--- src/rtl/vga_overlay_pkg.sv ---
// vga_overlay_pkg
// Shared constants for the BCD text overlay: font character codes, glyph
// geometry and the font ROM address width, plus the nibble-to-character map.
package vga_overlay_pkg;

  localparam int GLYPH_W = 8;
  localparam int GLYPH_H = 16;
  localparam int ROM_AW  = 11;

  localparam logic [6:0] CHR_DIGIT_BASE = 7'h30;
  localparam logic [6:0] CHR_COLON      = 7'h3A;
  localparam logic [6:0] CHR_DASH       = 7'h2D;
  localparam logic [6:0] CHR_BLANK      = 7'h00;

  // A BCD nibble 0..9 becomes its ASCII digit; anything above 9 is not valid
  // BCD and is flagged visually with a dash.
  function automatic logic [6:0] nibble_to_char(input logic [3:0] nib);
    if (nib > 4'd9) return CHR_DASH;
    return CHR_DIGIT_BASE | {3'b000, nib};
  endfunction

endpackage

--- src/rtl/overlay_blink_ctrl.sv ---
// overlay_blink_ctrl
// Frame-synchronous blink generator for the field under edit. Latches the
// edit row/field on each frame tick so the blinking field cannot change
// mid-frame, and toggles the blink phase every BLINK_FRAMES frame ticks.
// Ports:
//   clk_i, reset_i      pixel clock, synchronous active-high reset
//   frame_tick_i        one-cycle pulse at start of vertical blank
//   edit_row_i          line under edit (>= NUM_ROWS disables blinking)
//   edit_field_i        field 0..2 under edit, 3 = none
//   hide_o              1 while the latched edit field must render as background
//   edit_row_o          latched edit row
//   edit_field_o        latched edit field
module overlay_blink_ctrl #(
  parameter int NUM_ROWS     = 3,
  parameter int BLINK_FRAMES = 30
) (
  input  logic       clk_i,
  input  logic       reset_i,
  input  logic       frame_tick_i,
  input  logic [1:0] edit_row_i,
  input  logic [1:0] edit_field_i,
  output logic       hide_o,
  output logic [1:0] edit_row_o,
  output logic [1:0] edit_field_o
);

  localparam int CNT_W = (BLINK_FRAMES > 1) ? $clog2(BLINK_FRAMES) : 1;
  localparam logic [CNT_W-1:0] CNT_LAST = CNT_W'(BLINK_FRAMES - 1);

  logic [CNT_W-1:0] cnt_q, cnt_d;
  logic             phase_q, phase_d;   // 0 = visible, 1 = hidden
  logic [1:0]       edit_row_q, edit_row_d;
  logic [1:0]       edit_field_q, edit_field_d;

  always_comb begin
    cnt_d        = cnt_q;
    phase_d      = phase_q;
    edit_row_d   = edit_row_q;
    edit_field_d = edit_field_q;
    if (frame_tick_i) begin
      edit_row_d   = edit_row_i;
      edit_field_d = edit_field_i;
      if (cnt_q == CNT_LAST) begin
        cnt_d   = '0;
        phase_d = ~phase_q;
      end else begin
        cnt_d = cnt_q + 1'b1;
      end
    end
  end

  always_ff @(posedge clk_i) begin
    if (reset_i) begin
      cnt_q        <= '0;
      phase_q      <= 1'b0;
      edit_row_q   <= 2'd0;
      edit_field_q <= 2'd3;
    end else begin
      cnt_q        <= cnt_d;
      phase_q      <= phase_d;
      edit_row_q   <= edit_row_d;
      edit_field_q <= edit_field_d;
    end
  end

  assign hide_o       = phase_q && (int'(edit_row_q) < NUM_ROWS) && (edit_field_q != 2'd3);
  assign edit_row_o   = edit_row_q;
  assign edit_field_o = edit_field_q;

endmodule

--- src/rtl/vga_bcd_overlay.sv ---
// vga_bcd_overlay
// Three-stage pipelined text overlay: draws NUM_ROWS lines of "DD:DD:DD"
// from a frame-latched BCD snapshot over the background RGB stream, using an
// external font ROM with one cycle of read latency.
// Ports:
//   clk_i, reset_i            pixel clock, synchronous active-high reset
//   pixel_x_i, pixel_y_i      current pixel position
//   video_on_i                active display area
//   hsync_i, vsync_i          syncs from the timing generator
//   frame_tick_i              start-of-vblank pulse, latches snapshot
//   rgb_i                     background pixel
//   bcd_data_i                line r at [24r+23:24r], field 0 in top byte
//   edit_row_i, edit_field_i  field under edit (field 3 = none)
//   rom_addr_o                {char[6:0], glyph_row[3:0]} to font ROM
//   rom_data_i                font ROM word, bit 7 = leftmost pixel
//   rgb_o                     composited pixel, 3 cycles after input
//   hsync_o, vsync_o          syncs delayed 3 cycles
module vga_bcd_overlay
  import vga_overlay_pkg::*;
#(
  parameter int         NUM_ROWS     = 3,
  parameter int         X0           = 192,
  parameter int         Y0           = 96,
  parameter int         ROW_PITCH    = 160,
  parameter int         SCALE_LOG2   = 1,
  parameter logic [7:0] FG_COLOUR    = 8'h07,
  parameter int         BLINK_FRAMES = 30
) (
  input  logic                     clk_i,
  input  logic                     reset_i,
  input  logic [9:0]               pixel_x_i,
  input  logic [9:0]               pixel_y_i,
  input  logic                     video_on_i,
  input  logic                     hsync_i,
  input  logic                     vsync_i,
  input  logic                     frame_tick_i,
  input  logic [7:0]               rgb_i,
  input  logic [NUM_ROWS*24-1:0]   bcd_data_i,
  input  logic [1:0]               edit_row_i,
  input  logic [1:0]               edit_field_i,
  output logic [ROM_AW-1:0]        rom_addr_o,
  input  logic [7:0]               rom_data_i,
  output logic [7:0]               rgb_o,
  output logic                     hsync_o,
  output logic                     vsync_o
);

  localparam int CW     = GLYPH_W << SCALE_LOG2;
  localparam int CH     = GLYPH_H << SCALE_LOG2;
  localparam int LINE_W = 8 * CW;

  // Frame snapshot of the BCD data; rendering never looks at bcd_data_i.
  logic [NUM_ROWS*24-1:0] bcd_q;

  logic       hide;
  logic [1:0] edit_row_l;
  logic [1:0] edit_field_l;

  overlay_blink_ctrl #(
    .NUM_ROWS     (NUM_ROWS),
    .BLINK_FRAMES (BLINK_FRAMES)
  ) u_blink (
    .clk_i        (clk_i),
    .reset_i      (reset_i),
    .frame_tick_i (frame_tick_i),
    .edit_row_i   (edit_row_i),
    .edit_field_i (edit_field_i),
    .hide_o       (hide),
    .edit_row_o   (edit_row_l),
    .edit_field_o (edit_field_l)
  );

  // Stage 0: hit test, character selection and ROM address.
  logic              hit_d;
  logic [1:0]        row_d;
  logic [23:0]       line_bcd;
  int                dx, dy;
  logic [2:0]        char_idx;
  logic [2:0]        col_d;
  logic [3:0]        grow_d;
  logic [3:0]        nib;
  logic [1:0]        field_d;
  logic              is_digit;
  logic [6:0]        chr;
  logic              blank_d;
  logic [ROM_AW-1:0] addr_d;

  always_comb begin
    hit_d    = 1'b0;
    row_d    = 2'd0;
    line_bcd = '0;
    dx       = 0;
    dy       = 0;
    // Compare on full-width signed ints before subtracting so pixels left of
    // or above a line can never wrap around into a hit.
    for (int r = 0; r < NUM_ROWS; r++) begin
      if (!hit_d &&
          int'(pixel_x_i) >= X0 && int'(pixel_x_i) < X0 + LINE_W &&
          int'(pixel_y_i) >= Y0 + r * ROW_PITCH &&
          int'(pixel_y_i) <  Y0 + r * ROW_PITCH + CH) begin
        hit_d    = 1'b1;
        row_d    = 2'(r);
        line_bcd = bcd_q[24*r +: 24];
        dx       = int'(pixel_x_i) - X0;
        dy       = int'(pixel_y_i) - (Y0 + r * ROW_PITCH);
      end
    end

    char_idx = 3'(dx >> (3 + SCALE_LOG2));
    col_d    = 3'(dx >> SCALE_LOG2);
    grow_d   = 4'(dy >> SCALE_LOG2);

    nib      = 4'd0;
    field_d  = 2'd3;
    is_digit = 1'b1;
    case (char_idx)
      3'd0: begin nib = line_bcd[23:20]; field_d = 2'd0; end
      3'd1: begin nib = line_bcd[19:16]; field_d = 2'd0; end
      3'd3: begin nib = line_bcd[15:12]; field_d = 2'd1; end
      3'd4: begin nib = line_bcd[11:8];  field_d = 2'd1; end
      3'd6: begin nib = line_bcd[7:4];   field_d = 2'd2; end
      3'd7: begin nib = line_bcd[3:0];   field_d = 2'd2; end
      default: is_digit = 1'b0;          // indices 2 and 5 are colons
    endcase

    chr     = is_digit ? nibble_to_char(nib) : CHR_COLON;
    blank_d = hide && is_digit && (row_d == edit_row_l) && (field_d == edit_field_l);
    addr_d  = hit_d ? {chr, grow_d} : {CHR_BLANK, 4'd0};
  end

  // Stage 1 registers (also drive the ROM address).
  logic              hit1_q, blank1_q, video1_q, hs1_q, vs1_q;
  logic [2:0]        col1_q;
  logic [7:0]        rgb1_q;
  logic [ROM_AW-1:0] addr_q;
  // Stage 2 registers: side-band aligned with ROM data.
  logic              hit2_q, blank2_q, video2_q, hs2_q, vs2_q;
  logic [2:0]        col2_q;
  logic [7:0]        rgb2_q;
  // Stage 3 output registers.
  logic [7:0]        rgb_q, rgb_d;
  logic              hs3_q, vs3_q;
  logic              lit;

  always_comb begin
    lit   = rom_data_i[3'd7 - col2_q];
    rgb_d = rgb2_q;
    if (!video2_q)                       rgb_d = 8'h00;
    else if (hit2_q && !blank2_q && lit) rgb_d = FG_COLOUR;
  end

  always_ff @(posedge clk_i) begin
    if (reset_i) begin
      bcd_q    <= '0;
      hit1_q   <= 1'b0;
      blank1_q <= 1'b0;
      video1_q <= 1'b0;
      hs1_q    <= 1'b0;
      vs1_q    <= 1'b0;
      col1_q   <= 3'd0;
      rgb1_q   <= 8'h00;
      addr_q   <= '0;
      hit2_q   <= 1'b0;
      blank2_q <= 1'b0;
      video2_q <= 1'b0;
      hs2_q    <= 1'b0;
      vs2_q    <= 1'b0;
      col2_q   <= 3'd0;
      rgb2_q   <= 8'h00;
      rgb_q    <= 8'h00;
      hs3_q    <= 1'b0;
      vs3_q    <= 1'b0;
    end else begin
      if (frame_tick_i) bcd_q <= bcd_data_i;
      hit1_q   <= hit_d;
      blank1_q <= blank_d;
      video1_q <= video_on_i;
      hs1_q    <= hsync_i;
      vs1_q    <= vsync_i;
      col1_q   <= col_d;
      rgb1_q   <= rgb_i;
      addr_q   <= addr_d;
      hit2_q   <= hit1_q;
      blank2_q <= blank1_q;
      video2_q <= video1_q;
      hs2_q    <= hs1_q;
      vs2_q    <= vs1_q;
      col2_q   <= col1_q;
      rgb2_q   <= rgb1_q;
      rgb_q    <= rgb_d;
      hs3_q    <= hs2_q;
      vs3_q    <= vs2_q;
    end
  end

  assign rom_addr_o = addr_q;
  assign rgb_o      = rgb_q;
  assign hsync_o    = hs3_q;
  assign vsync_o    = vs3_q;

endmodule

--- config.mk ---
export PLATFORM = sky130hd
export DESIGN_NAME = vga_bcd_overlay
export DESIGN_NICKNAME = d
export VERILOG_FILES = /design/src/rtl/vga_overlay_pkg.sv /design/src/rtl/overlay_blink_ctrl.sv /design/src/rtl/vga_bcd_overlay.sv
export SDC_FILE = /design/constraint.sdc
export NUM_CORES = 1
export LEC_CHECK = 0
export CORE_ASPECT_RATIO = 1.1
export CORE_UTILIZATION = 35
export DETAILED_ROUTE_END_ITERATION = 6
export PLACE_DENSITY = 0.66
export SETUP_SLACK_MARGIN = 0.5
export SLEW_MARGIN = 10
export SYNTH_ARGS = -nofsm -noshare
export SYNTH_HDL_FRONTEND = slang
export SYNTH_HIERARCHICAL = 1
export SYNTH_SLANG_ARGS = --single-unit
--- constraint.sdc ---
create_clock -name clk_i -period 2.6 [get_ports clk_i]
set_input_delay 0.26 -clock clk_i [delete_from_list [all_inputs] [get_ports clk_i]]
set_output_delay 0.26 -clock clk_i [all_outputs]
set_load 0.02 [all_outputs]
* Word level (Yosys, flattened, before mapping)
Cells that the tools add are included.
** Word-level totals
- Flip-flop bits (word level) :: 134
- Bits in latches :: 0
- Memory bits (writable) :: 0
- Memory bits (read-only) :: 0
- Input bits :: 118
- Word-level logic and storage cells :: 111
- Memories kept :: 0
** Operators by class
- Add/subtract/negate cells :: 6
- Multipliers :: 0
- Divide/modulo/power cells :: 0
- Magnitude comparators :: 11
- Equal/unequal tests :: 9
- Shifts and indexed selects :: 0
- Muxes and demuxes :: 25
- Bitwise logic cells :: 4
- Reduce and logical (&&, ||, !) cells :: 31
** Operators by type and width (number)
- $mux 24 :: 3
- $lt 10x9->1 const B :: 3
- $pmux 4 s6 :: 1
- $mux 7 :: 3
- $ge 10x9->1 const B :: 2
- $mux 5 :: 4
- $logic_and 1x1->1 :: 18
- $mux 6 :: 3
- $sub 5x1->5 const B :: 3
- $ge 10x7->1 const B :: 1
- $ge 10x8->1 const B :: 1
- $lt 10x8->1 const B :: 1
- $reduce_or 2->1 :: 5
- $eq 3x3->1 const B :: 3
- $mux 1 :: 7
- $sub 7x7->7 const B :: 1
- $pmux 2 s3 :: 1
- $reduce_or 3->1 :: 2
- $reduce_or 6->1 :: 1
- $add 5x1->5 const B :: 1
- $eq 5x5->1 const B :: 1
- $eq 2x2->1 :: 2
- $gt 4x4->1 const B :: 1
- $lt 3x4->1 const B :: 1
- other kinds (12) :: 17

* Depth between registers and ports, before layout
Gate-level depths: netlist (run 1).
- Depth in word-level cells :: 23
- Gate-level depth with buffers :: 10
- Depth with buffers taken out :: 7

* Hierarchy
Netlist (run 1), hierarchy kept.
** Modules (own cells, without submodules)
- vga_bcd_overlay :: instances 1, cells each 492, area an instance 5023.6 um2, sequential area each 2482.4 um2
- overlay_blink_ctrl :: instances 1, cells each 44, area an instance 439.2 um2, sequential area each 200.2 um2

* Worst setup path after synthesis (run 1)
No wires, ideal clock.
- Path type :: input to register
- From :: input port pixel_y_i[7]
- To :: register addr_q[8], in the netlist rom_addr_o[8]
- Setup time :: 0.115 ns
- Arrival time :: 1.826 ns
- Path slack :: 0.659 ns
- Cell stages on the path :: 9
- Buffers on the path :: 2
- Cell sequence :: buf_6 > and4bb_4 > and2b_1 > buf_4 > a22oi_1 > o22a_1 > o2111a_1 > a21o_1 > and2_1
** On the way
- Longest elaborated chain between the ends :: 22
- Elaborated cells on any way between the ends :: 42
- Those cells by class :: order compare: 7; eq/ne: 5; mux: 14; bitwise: 1; reduce/logical: 15
** RTL lines
- start, declared :: RTL line vga_bcd_overlay.sv:32 : input logic [9:0] pixel_y_i,
- $ge 10x7->1 :: RTL line vga_bcd_overlay.sv:99 : int'(pixel_y_i) >= Y0 + r * ROW_PITCH &&
- $logic_and 1x1->1 :: RTL line vga_bcd_overlay.sv:98 : int'(pixel_x_i) >= X0 && int'(pixel_x_i) < X0 + LINE_W &&
- $logic_and 1x1->1 :: RTL line vga_bcd_overlay.sv:99
- $mux 1 :: RTL line vga_bcd_overlay.sv:97 : if (!hit_d &&
- $logic_not 1->1 :: RTL line vga_bcd_overlay.sv:97
- $logic_and 1x1->1 :: RTL line vga_bcd_overlay.sv:97
- $logic_and 1x1->1 (2 in a row) :: RTL line vga_bcd_overlay.sv:98
- $logic_and 1x1->1 :: RTL line vga_bcd_overlay.sv:99
- [... 5 more ...]
- $logic_and 1x1->1 :: RTL line vga_bcd_overlay.sv:99
- $mux 7 :: RTL line vga_bcd_overlay.sv:97
- $eq 3x3->1, or another cell as far along :: RTL line vga_bcd_overlay.sv:116 : case (char_idx)
- $pmux 4 s6 :: RTL line vga_bcd_overlay.sv:116
- $gt 4x4->1 :: RTL line vga_overlay_pkg.sv:18 : if (nib > 4'd9) return CHR_DASH;
- $mux 1 :: RTL line vga_overlay_pkg.sv:18
- $mux 6 :: RTL line vga_overlay_pkg.sv:19 : return CHR_DIGIT_BASE | {3'b000, nib};
- $mux 6 :: RTL line vga_bcd_overlay.sv:126 : chr = is_digit ? nibble_to_char(nib) : CHR_COLON;
- end signal, assigned :: RTL line vga_bcd_overlay.sv:182 : addr_q <= addr_d;
- end, declared :: RTL line vga_bcd_overlay.sv:135 : logic [ROM_AW-1:0] addr_q;
Parallel ways exist; a longest one is shown, timed or not.
A chain may end at the register's enable or synchronous reset.

* Worst setup path in the final report (run 1)
- From :: input port pixel_x_i[7]
- To :: register addr_q[8], in the netlist rom_addr_o[8]
** On the way
- Longest elaborated chain between the ends :: 23
- Elaborated cells on any way between the ends :: 39
- Those cells by class :: order compare: 3; eq/ne: 5; mux: 14; bitwise: 1; reduce/logical: 16
** RTL lines
- start, declared :: RTL line vga_bcd_overlay.sv:31 : input logic [9:0] pixel_x_i,
- $ge 10x8->1 or $lt 10x9->1 (tied branches) :: RTL line vga_bcd_overlay.sv:98
- $logic_and 1x1->1 (2 in a row) :: RTL line vga_bcd_overlay.sv:98
- $logic_and 1x1->1 :: RTL line vga_bcd_overlay.sv:99
- $mux 1 :: RTL line vga_bcd_overlay.sv:97
- $logic_not 1->1 :: RTL line vga_bcd_overlay.sv:97
- $logic_and 1x1->1 :: RTL line vga_bcd_overlay.sv:97
- $logic_and 1x1->1 (2 in a row) :: RTL line vga_bcd_overlay.sv:98
- $logic_and 1x1->1 :: RTL line vga_bcd_overlay.sv:99
- [... 5 more ...]
- $logic_and 1x1->1 :: RTL line vga_bcd_overlay.sv:99
- $mux 7 :: RTL line vga_bcd_overlay.sv:97
- $eq 3x3->1, or another cell as far along :: RTL line vga_bcd_overlay.sv:116
- $pmux 4 s6 :: RTL line vga_bcd_overlay.sv:116
- $gt 4x4->1 :: RTL line vga_overlay_pkg.sv:18
- $mux 1 :: RTL line vga_overlay_pkg.sv:18
- $mux 6 :: RTL line vga_overlay_pkg.sv:19
- $mux 6 :: RTL line vga_bcd_overlay.sv:126
Parallel ways exist; a longest one is shown, timed or not.

==> results.md, run 1 <==
* Remaining DRCs at 0
* GR Overflow Total at 0
* Vias per cell at just under 5
* Library cells used by synthesis at 70
* Worst skew pair latency at approximately 420 ps
* Post-CTS Hold Buffers at 0
* Top Ports at ~140
* Initial Util at 0.360
* WHS at between 90 and 100 ps
* Max FO, Critical Path at 8
* Max-slew headroom at the worst pin at 0.663
* Simple-gate share of the synthesized area at 0.199
* Vias in the first global route at around 4,400
* P per Cell Area at 642 mW/mm^2
* Crit path DAT at ~2400 ps
* Die W at 121 um
* Critical path, cell by cell: clkdlybuf4s50_1 > nor4b_4 > a31oi_4 > nor3_4 > nand3_2 > o311a_2 > a21o_1 > and2_1
* Ys async rst share at 0
* CP max stage delay at approximately 520 ps
* CP startpoint kind: input port
* Number of synthesis warnings at 6
* Adder-cell share of the synthesized area at 0.00458
* Final setup vio count at 0
* CTS buffer count at 17
* Unrepaired setup endpoints after global routing: false
* Crit-path slowest cell: clkdlybuf4s50_1
* Area Overhead vs Synth at 43.2%
* DR pass1 iterations at 4
* Clock sink total at approximately 130
* Synth Flop Type: dfxtp_1
* Die Y at 133 um
* Post-DP HPWL at approximately 11,000 um
* WL final at approximately 14,000 um
* Actual slew at the worst max-slew pin at 505 ps
* Area share of xor/xnor cells in the synthesized design at 0.00802
* Core Area at 0.0152 mm^2
* Crit share post-route at 0.790
* Die area at roughly 0.016 mm^2
* Final Max Tran Viols at 0
* Clock Path Buffers at 2
* Placer Congestion at 0.833
* Share of layout cells above drive strength 1 at 0.138
* Max-cap violations at 0
* Final hold violations at 0
* Root Driver: clkbuf_16
* Seq/Total Area, Yosys at 0.491
* Clock transition at the registers of the reported paths at around 60 ps
* Largest family of logic cells by synthesized area: simple AND/OR/NAND/NOR gates
* Post-Syn Instances at 536
* Proportion of synthesized area in mux cells at 0.146
* Global-route wire length before repair at around 22,000 um
* Largest net degree at the start of global routing at 67
* Static leakage at between 3 and 4 nW
* Initial antenna violation count at 1
* TritonCTS clock tree: yes
* H-tree Lvls at 4
* Global Route Usage Sum at 0.185
* Compound-gate portion of the synthesized area at 0.118
* Final Worst Setup Slack at roughly 550 ps
* Synthesized area per cell at around 10 um^2
* Yosys reg bits at roughly 130
* Count of input and output buffers at ~140
* Peak supply drop at roughly 0.00042 V
* Pre-CTS WS at -114 ps
* Synthesized cell area at about 0.0055 mm^2
* F_max at 487 MHz
* CP Capture Type: register
* Tmin final at 2050 ps
* Count of nets after finishing at between 800 and 900
* Via count at around 4,400
* Status: finished clean
* WL per Instance at 16.1 um
* Post-synth net total at 656
* Cell Rows at 47
* WP data required at between 2000 and 3000 ps
* HP Class: input port to register
* Antenna-violating nets left at 0
* Kind of critical path: input port to register
* Post-synth EDFFs at 0
* Starting DRT DRC Count at between 200 and 250
* Setup Skew at around 6.5 ps
[layout make-up]
cell class / instances / area (um^2)
fill: 1409 / 7350
sequential: 134 / 2680
multi-input combinational: 366 / 2680
timing repair buffer: 168 / 1630
clock buffer: 21 / 480
tap: 196 / 245
clock inverter: 11 / 97.6
inverter: 2 / 7.51
antenna: 1 / 2.50
[cell usage after synthesis (all sizes together), types with 3 or more instances]
library cell  number  area (um^2)
nand3              3         15.0
mux2i             75          751
nor4               4         25.0
and3b              3         26.3
dfxtp            134         2680
nor3b              4         35.0
and2              15         96.3
a21oi              9         45.0
nor2              88          330
o2bb2ai           10         87.6
nor3               4         36.3
or3                4         25.0
o21ai              4         20.0
nor2b             36          225
buf               14         92.6
clkbuf            21         78.8
a22oi             20          150
xor2               4         35.0
o21a               5         37.5
nand2             16         60.1
and3               8         50.1
nand2b             3         18.8
a22o               4         35.0
[per-layer routing]
metal	track usage	up-vias	wire, um
met5	0	-	0
met4	0.0871	0	314
met3	0.0547	17	797
met2	0.308	132	6970
met1	0.217	2066	6410
li1	-	2195	-
[cell usage in the layout, fill, tap and decap left out, drive strengths merged, types with 5 or more instances in the layout]
cell type      instances
dfxtp                134
a21oi                  9
and2                  15
o21a                   5
nor2                  88
dlygate4sd2            5
nor2b                 36
a22oi                 20
clkdlybuf4s50        127
buf                   35
mux2i                 75
clkbuf                21
o2bb2ai               10
and3                   8
nand2                 16
[sequential cells by signal, summed over array words and instances (netlist names), 2 cells and up]
name,flops
u_blink/cnt_q,5
u_blink/edit_row_o,2
u_blink/edit_field_o,2
rgb2_q,8
rom_addr_o,10
rgb1_q,8
col2_q,3
rgb_o,8
col1_q,3
bcd_q,72
[stage by stage]
stage | cell area [um^2] | util | power [W] | cells | TNS [ps]
2_1_floorplan | 5460 | - | 0.00248 | 536 | 0
3_3_place_gp | 7140 | 0.470 | 0.00274 | 861 | -185
3_5_place_dp | 7140 | 0.470 | 0.00276 | 861 | -364
4_1_cts | 7760 | 0.512 | 0.00507 | 897 | 0
5_1_grt | 7820 | 0.515 | 0.00522 | 898 | 0
6_report | 7820 | 0.516 | 0.00502 | 899 | 0
[where the power goes]
part	switching, W	total, W	internal, W
Sequential	0.0000543	0.00220	0.00215
Combinational	0.000221	0.000522	0.000301
Clock	0.000887	0.00230	0.00141
[worst paths after layout]
kind | slack (ps) | from | depth (start not counted) | endpoint
max | 550 | pixel_x_i[7] | 8 | rom_addr_o[8]
min | 100 | frame_tick_i | 2 | u_blink/cnt_q[1]
max reg2reg | 760 | bcd_q[46] | 7 | rom_addr_o[8]
min reg2reg | 420 | rgb2_q[7] | 1 | rgb_o[7]
[critical path: cells and delay by family]
kind | cells | cell delay [ps]
AND/OR/NAND/NOR | 4 | 860
AO/OA/AOI/OAI | 3 | 720
buffers and inverters | 1 | 520
[kinds of logic after synthesis]
kind of cell / count (synthesis)
AOI/OAI and AO/OA: 78
xor gates and xnor gates: 5
adders and majority gates: 2
buffers and inverters: 37
DFF: 134
muxes: 77
other: 1
and+or+nand+nor: 202
[repair_timing]
item / 4_1_cts / 5_1_grt
resized for setup: 7 / 9
buffers inserted: 3 / 1
setup endpoints to repair: 5 / 6
pin swaps: 5 / 2
cloned: 1 / 0
(Power assumes the default switching activity.)
==> run 2: changes to the inputs <==
--- a/config.mk
+++ b/config.mk
@@ -8,7 +8,7 @@
 export CORE_ASPECT_RATIO = 1.1
 export CORE_UTILIZATION = 35
 export DETAILED_ROUTE_END_ITERATION = 6
-export PLACE_DENSITY = 0.66
+export PLACE_DENSITY = 0.69
 export SETUP_SLACK_MARGIN = 0.5
 export SLEW_MARGIN = 10
 export SYNTH_ARGS = -nofsm -noshare
==> constraint.sdc (replaced) <==
create_clock -name clk_i -period 1.75 [get_ports clk_i]
set_input_delay 0.175 -clock clk_i [delete_from_list [all_inputs] [get_ports clk_i]]
set_output_delay 0.175 -clock clk_i [all_outputs]
set_load 0.02 [all_outputs]
==> results.md, run 2 (synthesized netlist as in run 1, its figures left out) <==
* Placer Congestion at 0.842 (+1.0%)
* Biggest register: bcd_q
* CP startpoint kind: register
* CP max stage delay at 390 ps (-130 ps)
* Vias in the first global route at 4,650 (+5.3%)
* Area occupied by multi-input gates at 0.00280 mm^2 (+4.4%)
* Total power at 0.00744 W (+48%)
* HP Class: input port to register
* WP data required at 2060 ps (-860 ps)
* Max-cap violations at 0 (unchanged)
* Kind of critical path: register to register
* Count of nets after finishing at 827 (+2.2%)
* Commonest cells after routing, fill and taps aside: dfxtp_1, clkdlybuf4s50_1, nor2_1
* Initial Util at 0.360 (unchanged)
* Largest register FFs at 72 (unchanged)
* GR Overflow Total at 0 (unchanged)
* Worst skew pair latency at 420 ps (about the same)
* Internal power at 0.00563 W (+46%)
* Clk pwr share at 0.447 (-0.011)
* Crit share post-route at 0.985
* Post-CTS Hold Buffers at 0 (unchanged)
* Final hold violations at 0 (unchanged)
* Die Y at 133 um (unchanged)
* CP delay by family, top: simple AND/OR/NAND/NOR gates
* WL per Instance at 16.6 um (+3.2%)
* Post-DP HPWL at 11,400 um (+5.1%)
* Final setup vio count at 0 (unchanged)
* Vias per cell at 4.98 (+1.5%)
* Crit-path slowest cell: or3b_4
* Starting DRT DRC Count at 175 (-28%)
* Count of input and output buffers at 135 (unchanged)
* F_max at 580 MHz
* CTS buffer count at 17 (unchanged)
* Die W at 121 um (unchanged)
* Root Driver: clkbuf_16
* CP bufs+invs at 0 (-1)
* Critical Path Stages at 7 (-1)
* Top Ports at 139 (unchanged)
* FF/Latch Area at 0.00269 mm^2 (+0.37%)
* H-tree Lvls at 4 (unchanged)
* Switching portion of total power at 0.243 (+0.0119)
* Combinational Power Share at 0.112 (+0.008)
* Global Route Usage Sum at 0.195 (+0.0101)
* Setup Skew at 9.04 ps (+2.57 ps)
* Clock sink total at 134 (unchanged)
* Clock Path Buffers at 2 (unchanged)
* Max FO, Critical Path at 2 (-6)
* Share of layout cells above drive strength 1 at 0.216 (+0.0774)
* Die area at 0.0161 mm^2 (unchanged)
* Hold path cells at 2 (unchanged)
* Switching power total at 0.00181 W (+56%)
* Remaining DRCs at 0 (unchanged)
* Sequential power share at 0.441 (+0.003)
* CP Capture Type: register
* Unrepaired setup endpoints after global routing: true
* # fillers at 1,349 (-4.3%)
* Crit path DAT at 2030 ps (-340 ps)
* Final Max Tran Viols at 0 (unchanged)
* Cell Rows at 47 (unchanged)
* Antenna-violating nets left at 0 (unchanged)
* Clock transition at the registers of the reported paths at 60 ps (about the same)
* Area Overhead vs Synth at 48.7%
* DR pass1 iterations at 5 (+1)
* Peak supply drop at 0.000657 V (+55%)
* Static leakage at 3.33 nW (+5.5%)
* TNS Setup at 0 ps (unchanged)
* Initial antenna violation count at 0 (-1)
* WL final at 15,200 um (+5.1%)
* Core Area at 0.0152 mm^2 (unchanged)
* Most common cell after layout, fill and taps aside: dfxtp_1
* Tmin final at roughly 1700 ps
* Largest net degree at the start of global routing at 63 (-6.0%)
* P per Cell Area at 916 mW/mm^2 (+43%)
* Via count at 4,562 (+3.4%)
* TritonCTS clock tree: yes
* Status: finished clean
* Critical path, cell by cell: or3b_4 > a21oi_4 > o221a_4 > a221oi_2 > and3_1 > a21o_1 > and2_1
* R2R cell count at 7 (unchanged)
* Global-route wire length before repair at 23,700 um (+6.2%)
==> run 2: cell count changes in the layout (fill, tap and decap cells not counted), moves of 4 or more <==
cell,before,now
clkdlybuf4s15_1,0,10
dfxtp_2,0,5
clkbuf_8,4,0
buf_6,0,12
dfxtp_1,134,128
clkbuf_2,0,4
and3_4,0,4
and3_1,8,4
clkdlybuf4s50_1,127,102
buf_4,32,39
clkinv_4,0,5
==> run 2: path summary, 6_finish.rpt <==
kind,start,endpoint,slack (ps)
worst max-delay path,bcd_q[46],rom_addr_o[8],30
worst min-delay path,reset_i,rgb2_q[3],160
worst max register to register,bcd_q[46],rom_addr_o[8],30
worst min register to register,rgb2_q[4],rgb_o[4],430
==> run 2: worst reg2reg max path, delay by kind of cell, from the launching register on <==
kind / cells / cell delay (ps)
AOI/OAI and AO/OA: 4 / 560
DFF: 1 / 350
and+or+nand+nor: 3 / 700
==> run 2: layout make-up <==
type                    count  share of cell area
multi-input cells         365               0.344
flip-flops and latches    134               0.331
repair buffers            187               0.225
clock buffers              17              0.0524
well taps                 196              0.0302
clock inverters            14              0.0159
inverters                   2            0.000924
diodes                      1            0.000308
==> run 2: repair_timing <==
action / 4_1_cts / 5_1_grt
setup buffers: 6 / 1
gates resized for setup: 96 / 44
pin swaps: 19 / 22
endpoints found under the setup margin: 43 / 32
cloned: 0 / 1
==> run 2: power groups by stage <==
stage | combinational (W) | clock, W | sequential, W
final | 0.000836 | 0.00333 | 0.00328
after floorplan | 0.000383 | 0 | 0.00331
after detailed placement | 0.000790 | 0 | 0.00334
after global placement | 0.000774 | 0 | 0.00334
after CTS | 0.000814 | 0.00339 | 0.00328
after global routing | 0.000902 | 0.00353 | 0.00329
==> run 2: per-stage QoR <==
stage	cells	utilization	hold WS [ps]	setup slack (ps)	instance area, um^2
3_5_place_dp	876	0.482	419	-900	7310
3_3_place_gp	876	0.482	409	-811	7310
5_1_grt	915	0.535	172	-4.49	8120
2_1_floorplan	536	-	247	-83.9	5540
6_report	916	0.535	164	26.2	8120
4_1_cts	913	0.528	151	-6.57	8010
==> run 2: routing by layer <==
metal,share of wire,vias to the layer above,wire (um),global-route usage
met5,0,-,0,0
li1,-,2233,-,-
met2,0.51,137,7700,0.339
met4,0.023,0,345,0.0871
met1,0.42,2170,6410,0.226
met3,0.051,22,779,0.0453
==> run 3: changes to the inputs <==
--- a/config.mk
+++ b/config.mk
@@ -8,6 +8,7 @@
 export CORE_ASPECT_RATIO = 1.1
 export CORE_UTILIZATION = 35
 export DETAILED_ROUTE_END_ITERATION = 6
+export HOLD_SLACK_MARGIN = 0.12
 export PLACE_DENSITY = 0.69
 export SETUP_SLACK_MARGIN = 0.5
 export SLEW_MARGIN = 10
==> results of run 3 <==
Final layout, timing and power as in run 2 (identical DEF).
